<file path="src/rtl/reg_bus_initiator_if.sv">
`default_nettype none
// ============================================================================
// Module   : reg_bus_initiator_if
// Brief    : Command/response streams and shared register bus of the
//            byte-stream register initiator.
// Revision : 1.0
// ============================================================================
interface reg_bus_initiator_if #(
    parameter int pBYTECNT_SIZE = 7
) ();
    logic [7:0]               cmd_data;
    logic                     cmd_valid;
    logic                     cmd_ready;
    logic [7:0]               rsp_data;
    logic                     rsp_valid;
    logic                     rsp_ready;
    logic [7:0]               reg_address;
    logic [pBYTECNT_SIZE-1:0] reg_bytecnt;
    logic [7:0]               write_data;
    logic [7:0]               read_data;
    logic                     reg_read;
    logic                     reg_write;
    logic                     reg_addrvalid;
    logic                     busy;

    // Initiator side
    modport master (
        input  cmd_data, cmd_valid, rsp_ready, read_data,
        output cmd_ready, rsp_data, rsp_valid, reg_address, reg_bytecnt,
               write_data, reg_read, reg_write, reg_addrvalid, busy
    );

    // Host transport plus register responders
    modport slave (
        output cmd_data, cmd_valid, rsp_ready, read_data,
        input  cmd_ready, rsp_data, rsp_valid, reg_address, reg_bytecnt,
               write_data, reg_read, reg_write, reg_addrvalid, busy
    );
endinterface
`default_nettype wire

</file>
<file path="src/rtl/reg_bus_initiator.sv">
`default_nettype none
// ============================================================================
// Module   : reg_bus_initiator
// Brief    : Decodes framed host commands into register-bus write/read bursts.
// Revision : 1.0
// ============================================================================
module reg_bus_initiator #(
    parameter int pBYTECNT_SIZE = 7
) (
    input  wire logic           cwusb_clk,
    input  wire logic           reset_n_i,
    reg_bus_initiator_if.master bus
);
    localparam int c_LEN_W = 7;

    typedef enum logic [3:0] {
        S_IDLE      = 4'd0,
        S_HDR       = 4'd1,
        S_WR_DATA   = 4'd2,
        S_WR_STROBE = 4'd3,
        S_RD_SETUP  = 4'd4,
        S_RD_CAP    = 4'd5,
        S_RD_HOLD   = 4'd6,
        S_DONE      = 4'd7
    } state_t;

    state_t                   r_state;
    state_t                   w_state_nxt;
    logic [c_LEN_W-1:0]       r_len;
    logic [pBYTECNT_SIZE-1:0] r_k;
    logic [7:0]               r_address;
    logic [7:0]               r_write_data;
    logic [7:0]               r_rsp_data;
    logic                     r_cmd_ready;
    logic                     r_rsp_valid;
    logic                     r_reg_read;
    logic                     r_reg_write;
    logic                     r_addrvalid;
    logic                     r_busy;

    logic                     w_cmd_hs;
    logic                     w_rsp_hs;
    logic                     w_last;

    assign w_cmd_hs = bus.cmd_valid & r_cmd_ready;
    assign w_rsp_hs = r_rsp_valid & bus.rsp_ready;
    // Compared as k+1 == len so a zero length never underflows
    assign w_last   = ((32'(r_k) + 32'd1) == 32'(r_len));

    always_comb begin
        w_state_nxt = r_state;
        case (r_state)
            S_IDLE: begin
                if (w_cmd_hs) w_state_nxt = S_HDR;
            end
            S_HDR: begin
                if (w_cmd_hs) begin
                    if (bus.cmd_data[c_LEN_W-1:0] == '0) w_state_nxt = S_DONE;
                    else if (bus.cmd_data[7])            w_state_nxt = S_RD_SETUP;
                    else                                 w_state_nxt = S_WR_DATA;
                end
            end
            S_WR_DATA: begin
                if (w_cmd_hs) w_state_nxt = S_WR_STROBE;
            end
            S_WR_STROBE: begin
                w_state_nxt = w_last ? S_DONE : S_WR_DATA;
            end
            S_RD_SETUP: w_state_nxt = S_RD_CAP;
            S_RD_CAP:   w_state_nxt = S_RD_HOLD;
            S_RD_HOLD: begin
                if (w_rsp_hs) w_state_nxt = w_last ? S_DONE : S_RD_SETUP;
            end
            S_DONE:  w_state_nxt = S_IDLE;
            default: w_state_nxt = S_IDLE;
        endcase
    end

    // Bus flags are registered from the next state so they align with it
    always_ff @(posedge cwusb_clk) begin
        if (!reset_n_i) begin
            r_state      <= S_IDLE;
            r_len        <= '0;
            r_k          <= '0;
            r_address    <= '0;
            r_write_data <= '0;
            r_rsp_data   <= '0;
            r_cmd_ready  <= 1'b0;
            r_rsp_valid  <= 1'b0;
            r_reg_read   <= 1'b0;
            r_reg_write  <= 1'b0;
            r_addrvalid  <= 1'b0;
            r_busy       <= 1'b0;
        end else begin
            r_state     <= w_state_nxt;
            r_cmd_ready <= (w_state_nxt == S_IDLE) || (w_state_nxt == S_HDR) ||
                           (w_state_nxt == S_WR_DATA);
            r_reg_write <= (w_state_nxt == S_WR_STROBE);
            r_reg_read  <= (w_state_nxt == S_RD_SETUP) || (w_state_nxt == S_RD_CAP) ||
                           (w_state_nxt == S_RD_HOLD);
            r_rsp_valid <= (w_state_nxt == S_RD_HOLD);
            r_addrvalid <= (w_state_nxt == S_WR_DATA) || (w_state_nxt == S_WR_STROBE) ||
                           (w_state_nxt == S_RD_SETUP) || (w_state_nxt == S_RD_CAP) ||
                           (w_state_nxt == S_RD_HOLD);
            r_busy      <= (w_state_nxt != S_IDLE);

            case (r_state)
                S_IDLE: begin
                    if (w_cmd_hs) r_address <= bus.cmd_data;
                end
                S_HDR: begin
                    if (w_cmd_hs) begin
                        r_len <= bus.cmd_data[c_LEN_W-1:0];
                        r_k   <= '0;
                    end
                end
                S_WR_DATA: begin
                    if (w_cmd_hs) r_write_data <= bus.cmd_data;
                end
                S_WR_STROBE: begin
                    r_k <= w_last ? '0 : r_k + pBYTECNT_SIZE'(1);
                end
                S_RD_CAP: begin
                    r_rsp_data <= bus.read_data;
                end
                S_RD_HOLD: begin
                    if (w_rsp_hs) r_k <= w_last ? '0 : r_k + pBYTECNT_SIZE'(1);
                end
                default: begin
                end
            endcase
        end
    end

    assign bus.cmd_ready     = r_cmd_ready;
    assign bus.rsp_data      = r_rsp_data;
    assign bus.rsp_valid     = r_rsp_valid;
    assign bus.reg_address   = r_address;
    assign bus.reg_bytecnt   = r_k;
    assign bus.write_data    = r_write_data;
    assign bus.reg_read      = r_reg_read;
    assign bus.reg_write     = r_reg_write;
    assign bus.reg_addrvalid = r_addrvalid;
    assign bus.busy          = r_busy;
endmodule
`default_nettype wire

</file>
<file path="src/flat_wrapper.sv">
// flat-port wrapper written by rule: the top's interface ports become plain ports
module reg_bus_initiator_flat 
#(
    parameter int pBYTECNT_SIZE = 7
)
  (cwusb_clk, reset_n_i, bus_cmd_data, bus_cmd_valid, bus_rsp_ready, bus_read_data, bus_cmd_ready, bus_rsp_data, bus_rsp_valid, bus_reg_address, bus_reg_bytecnt, bus_write_data, bus_reg_read, bus_reg_write, bus_reg_addrvalid, bus_busy);
  reg_bus_initiator_if #(.pBYTECNT_SIZE(pBYTECNT_SIZE)) bus_i ();
  input  wire logic cwusb_clk;
  input  wire logic reset_n_i;
  input wire logic [$bits(bus_i.cmd_data)-1:0] bus_cmd_data;
  input wire logic [$bits(bus_i.cmd_valid)-1:0] bus_cmd_valid;
  input wire logic [$bits(bus_i.rsp_ready)-1:0] bus_rsp_ready;
  input wire logic [$bits(bus_i.read_data)-1:0] bus_read_data;
  output wire logic [$bits(bus_i.cmd_ready)-1:0] bus_cmd_ready;
  output wire logic [$bits(bus_i.rsp_data)-1:0] bus_rsp_data;
  output wire logic [$bits(bus_i.rsp_valid)-1:0] bus_rsp_valid;
  output wire logic [$bits(bus_i.reg_address)-1:0] bus_reg_address;
  output wire logic [$bits(bus_i.reg_bytecnt)-1:0] bus_reg_bytecnt;
  output wire logic [$bits(bus_i.write_data)-1:0] bus_write_data;
  output wire logic [$bits(bus_i.reg_read)-1:0] bus_reg_read;
  output wire logic [$bits(bus_i.reg_write)-1:0] bus_reg_write;
  output wire logic [$bits(bus_i.reg_addrvalid)-1:0] bus_reg_addrvalid;
  output wire logic [$bits(bus_i.busy)-1:0] bus_busy;
  assign bus_i.cmd_data = bus_cmd_data;
  assign bus_i.cmd_valid = bus_cmd_valid;
  assign bus_i.rsp_ready = bus_rsp_ready;
  assign bus_i.read_data = bus_read_data;
  assign bus_cmd_ready = bus_i.cmd_ready;
  assign bus_rsp_data = bus_i.rsp_data;
  assign bus_rsp_valid = bus_i.rsp_valid;
  assign bus_reg_address = bus_i.reg_address;
  assign bus_reg_bytecnt = bus_i.reg_bytecnt;
  assign bus_write_data = bus_i.write_data;
  assign bus_reg_read = bus_i.reg_read;
  assign bus_reg_write = bus_i.reg_write;
  assign bus_reg_addrvalid = bus_i.reg_addrvalid;
  assign bus_busy = bus_i.busy;
  reg_bus_initiator #(.pBYTECNT_SIZE(pBYTECNT_SIZE)) u_core (.cwusb_clk(cwusb_clk), .reset_n_i(reset_n_i), .bus(bus_i));
endmodule
</file>
<file path="config.mk">
export PLATFORM = sky130hd
export DESIGN_NAME = reg_bus_initiator_flat
export DESIGN_NICKNAME = d
export VERILOG_FILES = /design/src/rtl/reg_bus_initiator_if.sv /design/src/rtl/reg_bus_initiator.sv /design/src/flat_wrapper.sv
export SDC_FILE = /design/constraint.sdc
export NUM_CORES = 1
export LEC_CHECK = 0
export CAP_MARGIN = 20
export CORE_MARGIN = 1.5
export CORE_UTILIZATION = 60
export CTS_CLUSTER_DIAMETER = 120
export DETAILED_ROUTE_END_ITERATION = 6
export DONT_BUFFER_PORTS = 1
export PLACE_DENSITY_LB_ADDON = 0.05
export SLEW_MARGIN = 25
export SYNTH_ARGS = -nofsm -noshare
export SYNTH_HDL_FRONTEND = slang
export SYNTH_SLANG_ARGS = --single-unit
</file>
<file path="constraint.sdc">
create_clock -name cwusb_clk -period 6.03 [get_ports cwusb_clk]
set_input_delay 0.9045 -clock cwusb_clk [delete_from_list [all_inputs] [get_ports cwusb_clk]]
set_output_delay 0.9045 -clock cwusb_clk [all_outputs]
set_load 0.02 [all_outputs]
</file>
==> results by group, run 1 <==
Status
  – Result of the run: completed

Clock tree
  – Number of instances resized during post-cts repair: 0
  – Master cell of the clock root buffer: clkbuf_4
  – Number of H-tree levels: 2
  – Hold bufs inserted after CTS: 0
  – Setup Fix Bufs, Post-CTS: 0
  – Clock buffer count from CTS: 5
  – Clock sinks: 48
  – Clock latency of the later-clocked register in the worst-skew pair: 0.37 ns
  – Clock slew at the register clock pins of the worst setup and hold paths: 0.14 ns
  – Maximum count of clock buffers along a single path: 2
  – TritonCTS clock tree: built

Synth
  – Number of cells produced by synthesis: 233
  – Synthesized-area fraction occupied by adder cells: 0.596%
  – Post-synthesis compound-gate area fraction: between 10% and 20%
  – Net Count, Synth: roughly 250
  – Fraction of synthesized cell area in xor and xnor cells: 4.41%
  – Post-synthesis cell type count: 40
  – Synthesized area: 2100 µm²
  – Number of storage elements in the synthesis netlist: 48
  – Mux cell area share after synthesis: 12.4%
  – Yosys warning count: 0
  – Largest family of logic cells by synthesized area: simple AND/OR/NAND/NOR gates
  – Fraction of the yosys area taken by sequential cells: 45.8%
  – Avg Cell Area, Syn: 9.01 µm²
  – Simple-gate area share of the yosys netlist: a little over a fifth

Finish
  – Most frequent standard cell in the layout excluding fill and tap cells: dfxtp_1
  – Final Net Count: 252
  – Ratio of cells with drive above 1 in the final layout: between 8 and 9%
  – Final instance count without filler cells: 278
  – Ant diodes: 0
  – Layout overhead on the synthesized area: 5.01%
  – Commonest non-fill, non-tap cells in the layout: dfxtp_1, nor2_1, mux2i_1

Timing
  – Tightest Pin Transition: 0.832 ns
  – Final clock period utilization by the worst path: 41.7%
  – Unrepaired setup endpoints after global routing: false
  – Final hold violation count: 0
  – Final period demand of the worst path: 2.52 ns
  – Number of failing setup endpoints in the final timing report: 0
  – Hold_ws: around 0.49 ns
  – Max-slew violation total from the final report: 0
  – Worst rel slew slack: between 40 and 50%
  – FMAX: 0.397 GHz
  – Fin worst setup slack: 3.51 ns
  – TNS Setup: 0 ns
  – Clock skew after layout: around 0.02 ns

Route
  – Total Routed Length: roughly 4.3 mm
  – DR pass1 iterations: 4
  – Ratio of routed vias to standard cells: 5.83
  – Detail-routed net length per standard cell: 15.6 µm
  – Via count: around 1,600
  – Final routed DRC violation total: 0
  – Number of routed nets with antenna violations: 0
  – Iteration-0 DRC Markers: 57

Worst setup path
  – Critical Path Start: u_core.bus.reg_bytecnt[0]
  – Most frequent cell on the critical path: or3_1
  – Worst Path Class, Setup: reg2reg
  – Highest-delay cell along the critical path: dfxtp_1
  – List of cells traversed by the critical path: ha_1 -> nand3_2 -> or3_1 -> o211ai_2 -> nor4_1 -> or3_1 -> o21ai_0 -> a31oi_1
  – Worst Setup End Kind: flop
  – Worst Setup EP: u_core.bus.reg_addrvalid
  – Worst reg-to-reg path cell count: 8
  – Endpoint of the lowest-slack register-to-register path: u_core.bus.reg_addrvalid
  – Critical Path RT: 6.30 ns
  – Slowest stage delay, CP: slightly above 0.6 ns
  – Worst reg2reg startpoint: u_core.bus.reg_bytecnt[0]
  – Reg-to-reg slack, setup: about 3.5 ns
  – Arr. time, crit path: around 2.8 ns
  – Startpoint Class: flop
  – Max FO, Critical Path: 8

Global routing
  – Number of antenna violations at the first check in global routing: 0
  – Pin count of the biggest net entering global routing: 39
  – Number of global-route vias before repair: 1,572
  – Global-route usage over all layers: 24.0%
  – Total congestion overflow after global routing: 0
  – Global-route wire length before repair: 7.26 mm

Power
  – Worst IR Drop VDD: 0.167 mV
  – Power per Cell Area: 241 nW/µm²
  – Leakage power of the design: 0.916 nW
  – Tot Pwr: 0.531 mW

Floorplanning
  – DIE WIDTH: 62.2 µm
  – Core region area: roughly 3300 µm²
  – Count of standard-cell rows: 21
  – Number of ports placed on the die boundary: between 50 and 60
  – Initial standard-cell utilization of the core: 62.9%
  – Area enclosed by the die boundary: 3860 µm²
  – Die span in y: 62.2 µm

Placed design
  – Port bufs: 0
  – Number of placed instances with taps included: 270
  – Worst Setup Slack post-DPL: 3.01 ns
  – Routability congestion estimate: slightly above 0.8
  – Placed wire-length estimate after detailed placement: 3.19 mm

Min path
  – Path category of the worst min-delay check: reg2reg

Run
  – Maximum Capacitance Violations: 0
[stage by stage]
| stage | utilization (%) | instance area (µm²) |
|---|---|---|
| global placement | 63.5 | 2120 |
| floorplan | - | 2100 |
| finish | 66.1 | 2200 |
| global route | 66.1 | 2200 |
| detailed placement | 63.5 | 2120 |
| CTS | 65.9 | 2200 |
[critical path, delay by kind of cell, from the launching register on]
kind                       cells  cell delay (ns)
and+or+nand+nor                4             1.13
adders and majority gates      1             0.32
AOI/OAI and AO/OA              3             0.37
DFF                            1             0.61
[how the worst min path moves through the flow]
stage,start,endpoint,slack (ns),cells after the start
floorplan,u_core.r_len[4],u_core.r_len[4],0.44,2
global route,u_core.r_len[6],u_core.r_len[6],0.51,2
CTS,u_core.r_len[6],u_core.r_len[6],0.49,2
finish,u_core.r_len[6],u_core.r_len[6],0.49,2
detailed placement,u_core.r_len[6],u_core.r_len[6],0.47,2
global placement,u_core.r_len[4],u_core.r_len[4],0.47,2
[kinds of logic after synthesis]
kind of cell,after synthesis
compound gates,38
buf+inv,17
flops,48
simple gates,93
fa+ha+maj,1
xor+xnor,9
other cells,1
mux,26
[Yosys cell counts]
library cell  count  area share [%]
or3_1             6             1.8
a32o_1            1            0.48
nand4_1           2            0.60
nand2_1          19             3.4
and2_1            3            0.89
o22ai_1           1            0.30
a31o_2            1            0.42
mux2i_1          26              12
conb_1            1            0.18
nand3_1          12             2.9
xor2_1            3             1.3
dfxtp_1          48              46
o21ai_0           8             1.9
xnor3_1           1             1.1
and3_1            1            0.30
nor3b_2           1            0.60
xnor2_1           5             2.1
and4_1            1            0.42
a21oi_1          17             4.1
nor2_1           33             5.9
nand3_2           1            0.48
buf_2             3            0.71
a22oi_1           1            0.36
a211oi_2          1            0.60
a31oi_1           2            0.60
nor2b_1           2            0.60
ha_1              1            0.60
and3b_1           1            0.42
nand3b_1          2            0.71
a211o_1           1            0.42
nand2b_1          1            0.30
o211ai_2          1            0.60
nor3_2            3             1.4
a221o_2           1            0.54
a21o_1            2            0.71
a221o_1           1            0.48
nor4_1            2            0.60
clkbuf_1          6             1.1
inv_1             8             1.4
nor3_1            3            0.71
[cell type report]
| type | instances | area [µm²] |
|---|---|---|
| inverter | 8 | 30.0 |
| fill | 299 | 1130 |
| tap | 46 | 57.6 |
| sequential | 48 | 961 |
| multi-input combinational | 168 | 1080 |
| clock buffer | 5 | 37.5 |
| clock inverter | 3 | 42.5 |
[sequential cells by signal (all words and copies together), names as in the netlist]
name / flops
u_core.bus.reg_write: 1
u_core.bus.rsp_valid: 1
u_core.bus.reg_addrvalid: 1
u_core.bus.reg_read: 1
u_core.bus.rsp_data: 8
u_core.r_state: 4
u_core.bus.reg_bytecnt: 7
u_core.bus.cmd_ready: 1
u_core.bus.reg_address: 8
u_core.r_len: 7
u_core.bus.busy: 1
u_core.bus.write_data: 8
[power by group]
| part | internal (mW) | total (mW) | switching (mW) |
|---|---|---|---|
| clock | 0.0864 | 0.189 | 0.103 |
| sequential | 0.320 | 0.326 | 0.00551 |
| combinational | 0.00574 | 0.0164 | 0.0106 |
[layer usage]
metal	GRT usage [%]	vias to the layer above	share of wire, %
li1	-	808	-
met1	28.0	751	43
met2	40.6	51	50
met3	7.97	10	5.7
met4	9.72	0	1.9
met5	0	-	0
Note: power is estimated with default switching activity, not from simulation.
==> run 2: changes to the inputs <==
--- a/config.mk
+++ b/config.mk
@@ -7,7 +7,7 @@
 export LEC_CHECK = 0
 export CAP_MARGIN = 20
 export CORE_MARGIN = 1.5
-export CORE_UTILIZATION = 60
+export CORE_UTILIZATION = 56
 export CTS_CLUSTER_DIAMETER = 120
 export DETAILED_ROUTE_END_ITERATION = 6
 export DONT_BUFFER_PORTS = 1
==> constraint.sdc (replaced) <==
create_clock -name cwusb_clk -period 2.1 [get_ports cwusb_clk]
set_input_delay 0.315 -clock cwusb_clk [delete_from_list [all_inputs] [get_ports cwusb_clk]]
set_output_delay 0.315 -clock cwusb_clk [all_outputs]
set_load 0.02 [all_outputs]
==> run 2 against run 1 <==
Compared with the run above:
- sequential share of layout area down 3.7 points
- via count up 6.7%
- critical path depth unchanged
- register-to-register slack worse by 3.4 ns
- global-route usage down 0.90 points
- maximum frequency up 24%
- sequential cell count unchanged
- die area up 6.8%
- power rose to 2.9 times the previous value
- clock power rose to 3.0 times the previous value
- wire length up 8.3%
==> results by group, run 2 (synthesized netlist as in run 1, its figures left out) <==
Placed design
  – Worst Setup Slack post-DPL: -0.000182 ns (-3.01 ns)
  – Placed wire-length estimate after detailed placement: 3.42 mm (+7.3%)
  – Routability congestion estimate: 0.878 (+7.7%)
  – Port bufs: 0 (unchanged)

Global routing
  – Number of global-route vias before repair: 1,640 (+4.3%)
  – Global-route wire length before repair: 7.37 mm (+1.5%)
  – Global-route usage over all layers: 23.1% (-0.90 points)
  – Number of antenna violations at the first check in global routing: 0 (unchanged)
  – Pin count of the biggest net entering global routing: 26 (-33%)
  – Total congestion overflow after global routing: 0 (unchanged)

Timing
  – Clock skew after layout: 0.00866 ns (-0.0119 ns)
  – Max-slew violation total from the final report: 0 (unchanged)
  – Unrepaired setup endpoints after global routing: true
  – Final period demand of the worst path: 2.02 ns (-0.493 ns)
  – Final hold violation count: 0 (unchanged)
  – Number of failing setup endpoints in the final timing report: 0 (unchanged)
  – FMAX: 0.494 GHz (+24%)
  – Final clock period utilization by the worst path: 96.4% (+55 points)
  – TNS Setup: 0 ns (unchanged)
  – Fin worst setup slack: 0.0765 ns (-3.44 ns)

Finish
  – Layout overhead on the synthesized area: 16.3%
  – Multi-input gate area: 1150 µm² (+7.0%)
  – Final Net Count: 269 (+6.7%)
  – Sequential cell area in the final layout: 973 µm² (+1.3%)
  – Number of fillers in the final layout: 316 (+5.7%)
  – Ratio of cells with drive above 1 in the final layout: 18.9% (+11 points)
  – Ant diodes: 0 (unchanged)
  – Commonest non-fill, non-tap cells in the layout: dfxtp_1, nor2_1, mux2i_1
  – Most frequent standard cell in the layout excluding fill and tap cells: dfxtp_1

Clock tree
  – Clock buffer count from CTS: 5 (unchanged)
  – Maximum count of clock buffers along a single path: 2 (unchanged)
  – Master cell of the clock root buffer: clkbuf_8
  – TritonCTS clock tree: built
  – Hold bufs inserted after CTS: 0 (unchanged)
  – Number of H-tree levels: 2 (unchanged)
  – Clock sinks: 48 (unchanged)
  – Clock slew at the register clock pins of the worst setup and hold paths: 0.09 ns (-0.05 ns)
  – Clock latency of the later-clocked register in the worst-skew pair: 0.30 ns (-0.07 ns)

Worst setup path
  – Startpoint Class: flop
  – Slowest stage delay, CP: 0.44 ns (-0.17 ns)
  – Worst Setup End Kind: flop
  – Endpoint of the lowest-slack register-to-register path: u_core.bus.busy
  – List of cells traversed by the critical path: ha_4 -> nand3_4 -> or3_4 -> o211ai_2 -> nor3_4 -> a221o_2 -> nor3_2 -> nor2_1
  – Worst Path Class, Setup: reg2reg
  – Arr. time, crit path: 2.22 ns (-0.56 ns)
  – Critical Path RT: 2.30 ns (-4.00 ns)
  – Reg-to-reg slack, setup: 0.08 ns (-3.44 ns)
  – Worst reg-to-reg path cell count: 8 (unchanged)
  – Worst reg2reg startpoint: u_core.bus.reg_bytecnt[1]
  – Highest-delay cell along the critical path: a221o_2
  – Max FO, Critical Path: 7 (-1)

Floorplanning
  – Core region area: 3630 µm² (+8.9%)
  – Area enclosed by the die boundary: 4130 µm² (+6.8%)
  – Number of ports placed on the die boundary: 57 (unchanged)
  – DIE WIDTH: 64.2 µm (+3.3%)
  – Initial standard-cell utilization of the core: 57.8% (-5.1 points)
  – Count of standard-cell rows: 22 (+4.8%)
  – Die span in y: 64.2 µm (+3.3%)

Min path
  – Hold Path Sink: u_core.r_len[3]
  – Hold path startpoint: bus_cmd_data[3]
  – Worst Hold Depth: 2 (unchanged)
  – Path category of the worst min-delay check: in2reg

Power
  – Worst IR Drop VDD: 0.509 mV (+210%)
  – Power per Cell Area: 636 nW/µm² (+160%)
  – Leakage power of the design: 1.01 nW (+11%)

Run
  – Maximum Capacitance Violations: 0 (unchanged)

Route
  – Total Routed Length: 4.69 mm (+8.3%)
  – Number of routed nets with antenna violations: 0 (unchanged)
  – Detail-routed net length per standard cell: 15.8 µm (+1.4%)
  – Final routed DRC violation total: 0 (unchanged)
  – Ratio of routed vias to standard cells: 5.82 (about the same)
  – DR pass1 iterations: 5 (+1)
  – Via count: 1,729 (+6.7%)
  – Iteration-0 DRC Markers: 99 (+74%)

Status
  – Result of the run: completed
==> run 2: cell count changes in the layout (fill, tap and decap cells not counted), moves of 3 or more <==
cell      delta
dfxtp_4      +3
buf_4       +16
clkbuf_8     +6
or3_4        +3
clkbuf_4     -5
or3_1        -3
dfxtp_1      -4
==> run 2: critical path: cells and delay by family (launching register included) <==
family | cells | cell delay (ns)
AND/OR/NAND/NOR | 5 | 0.79
adder cells (fa/ha/maj) | 1 | 0.18
AO/OA/AOI/OAI | 2 | 0.57
flip-flops | 1 | 0.40
==> run 2: metal layers <==
metal,up-vias,GRT usage [%],wire length [µm]
met4,0,7.18,41
met2,56,37.4,2350
li1,837,-,-
met1,831,29.6,2010
met5,-,0,0
met3,5,6.87,293
==> run 2: area by class of cell <==
class | count | share of cell area, %
multi-input combinational | 168 | 47.2
sequential | 48 | 39.9
timing repair buffer | 17 | 5.38
clock buffer | 7 | 3.54
tap | 48 | 2.46
inverter | 8 | 1.23
clock inverter | 1 | 0.359
==> run 2: timing repair <==
item / in CTS / in global routing
endpoints found under the hold margin: 0 / 0
setup endpoints to repair: 2 / 16
setup buffers: 0 / 1
gates resized for setup: 1 / 16
pin swaps: 0 / 8
==> run 2: report_power, final <==
group          leakage (nW)  switching (mW)  internal (mW)
combinational         0.575          0.0319         0.0191
clock                0.0484           0.302          0.270
sequential            0.391          0.0161          0.914
==> run 2: how the worst max path moves through the flow <==
stage / startpoint / end / slack (ns) / cells after the start
floorplan: u_core.bus.reg_bytecnt[2] / u_core.bus.busy / 0.01 / 8
global placement: u_core.bus.reg_bytecnt[1] / u_core.bus.busy / 0.10 / 8
detailed placement: u_core.bus.reg_bytecnt[1] / u_core.bus.reg_addrvalid / -0.0002 / 9
CTS: u_core.bus.reg_bytecnt[1] / u_core.bus.rsp_valid / 0.04 / 9
global route: u_core.bus.reg_bytecnt[1] / u_core.bus.busy / -0.03 / 8
finish: u_core.bus.reg_bytecnt[1] / u_core.bus.busy / 0.08 / 8
==> run 2: per-stage QoR <==
| stage | hold slack (ns) | cells | utilization (%) | total power [mW] | cell area (µm²) |
|---|---|---|---|---|---|
| finish | 0.159 | 297 | 67.2 | 1.55 | 2440 |
| global route | 0.160 | 297 | 67.2 | 1.60 | 2440 |
| CTS | 0.159 | 296 | 64.9 | 1.56 | 2360 |
| detailed placement | 0.473 | 288 | 62.2 | 1.00 | 2260 |
| global placement | 0.464 | 288 | 62.2 | 1.00 | 2260 |
| floorplan | 0.437 | 233 | - | 0.992 | 2120 |
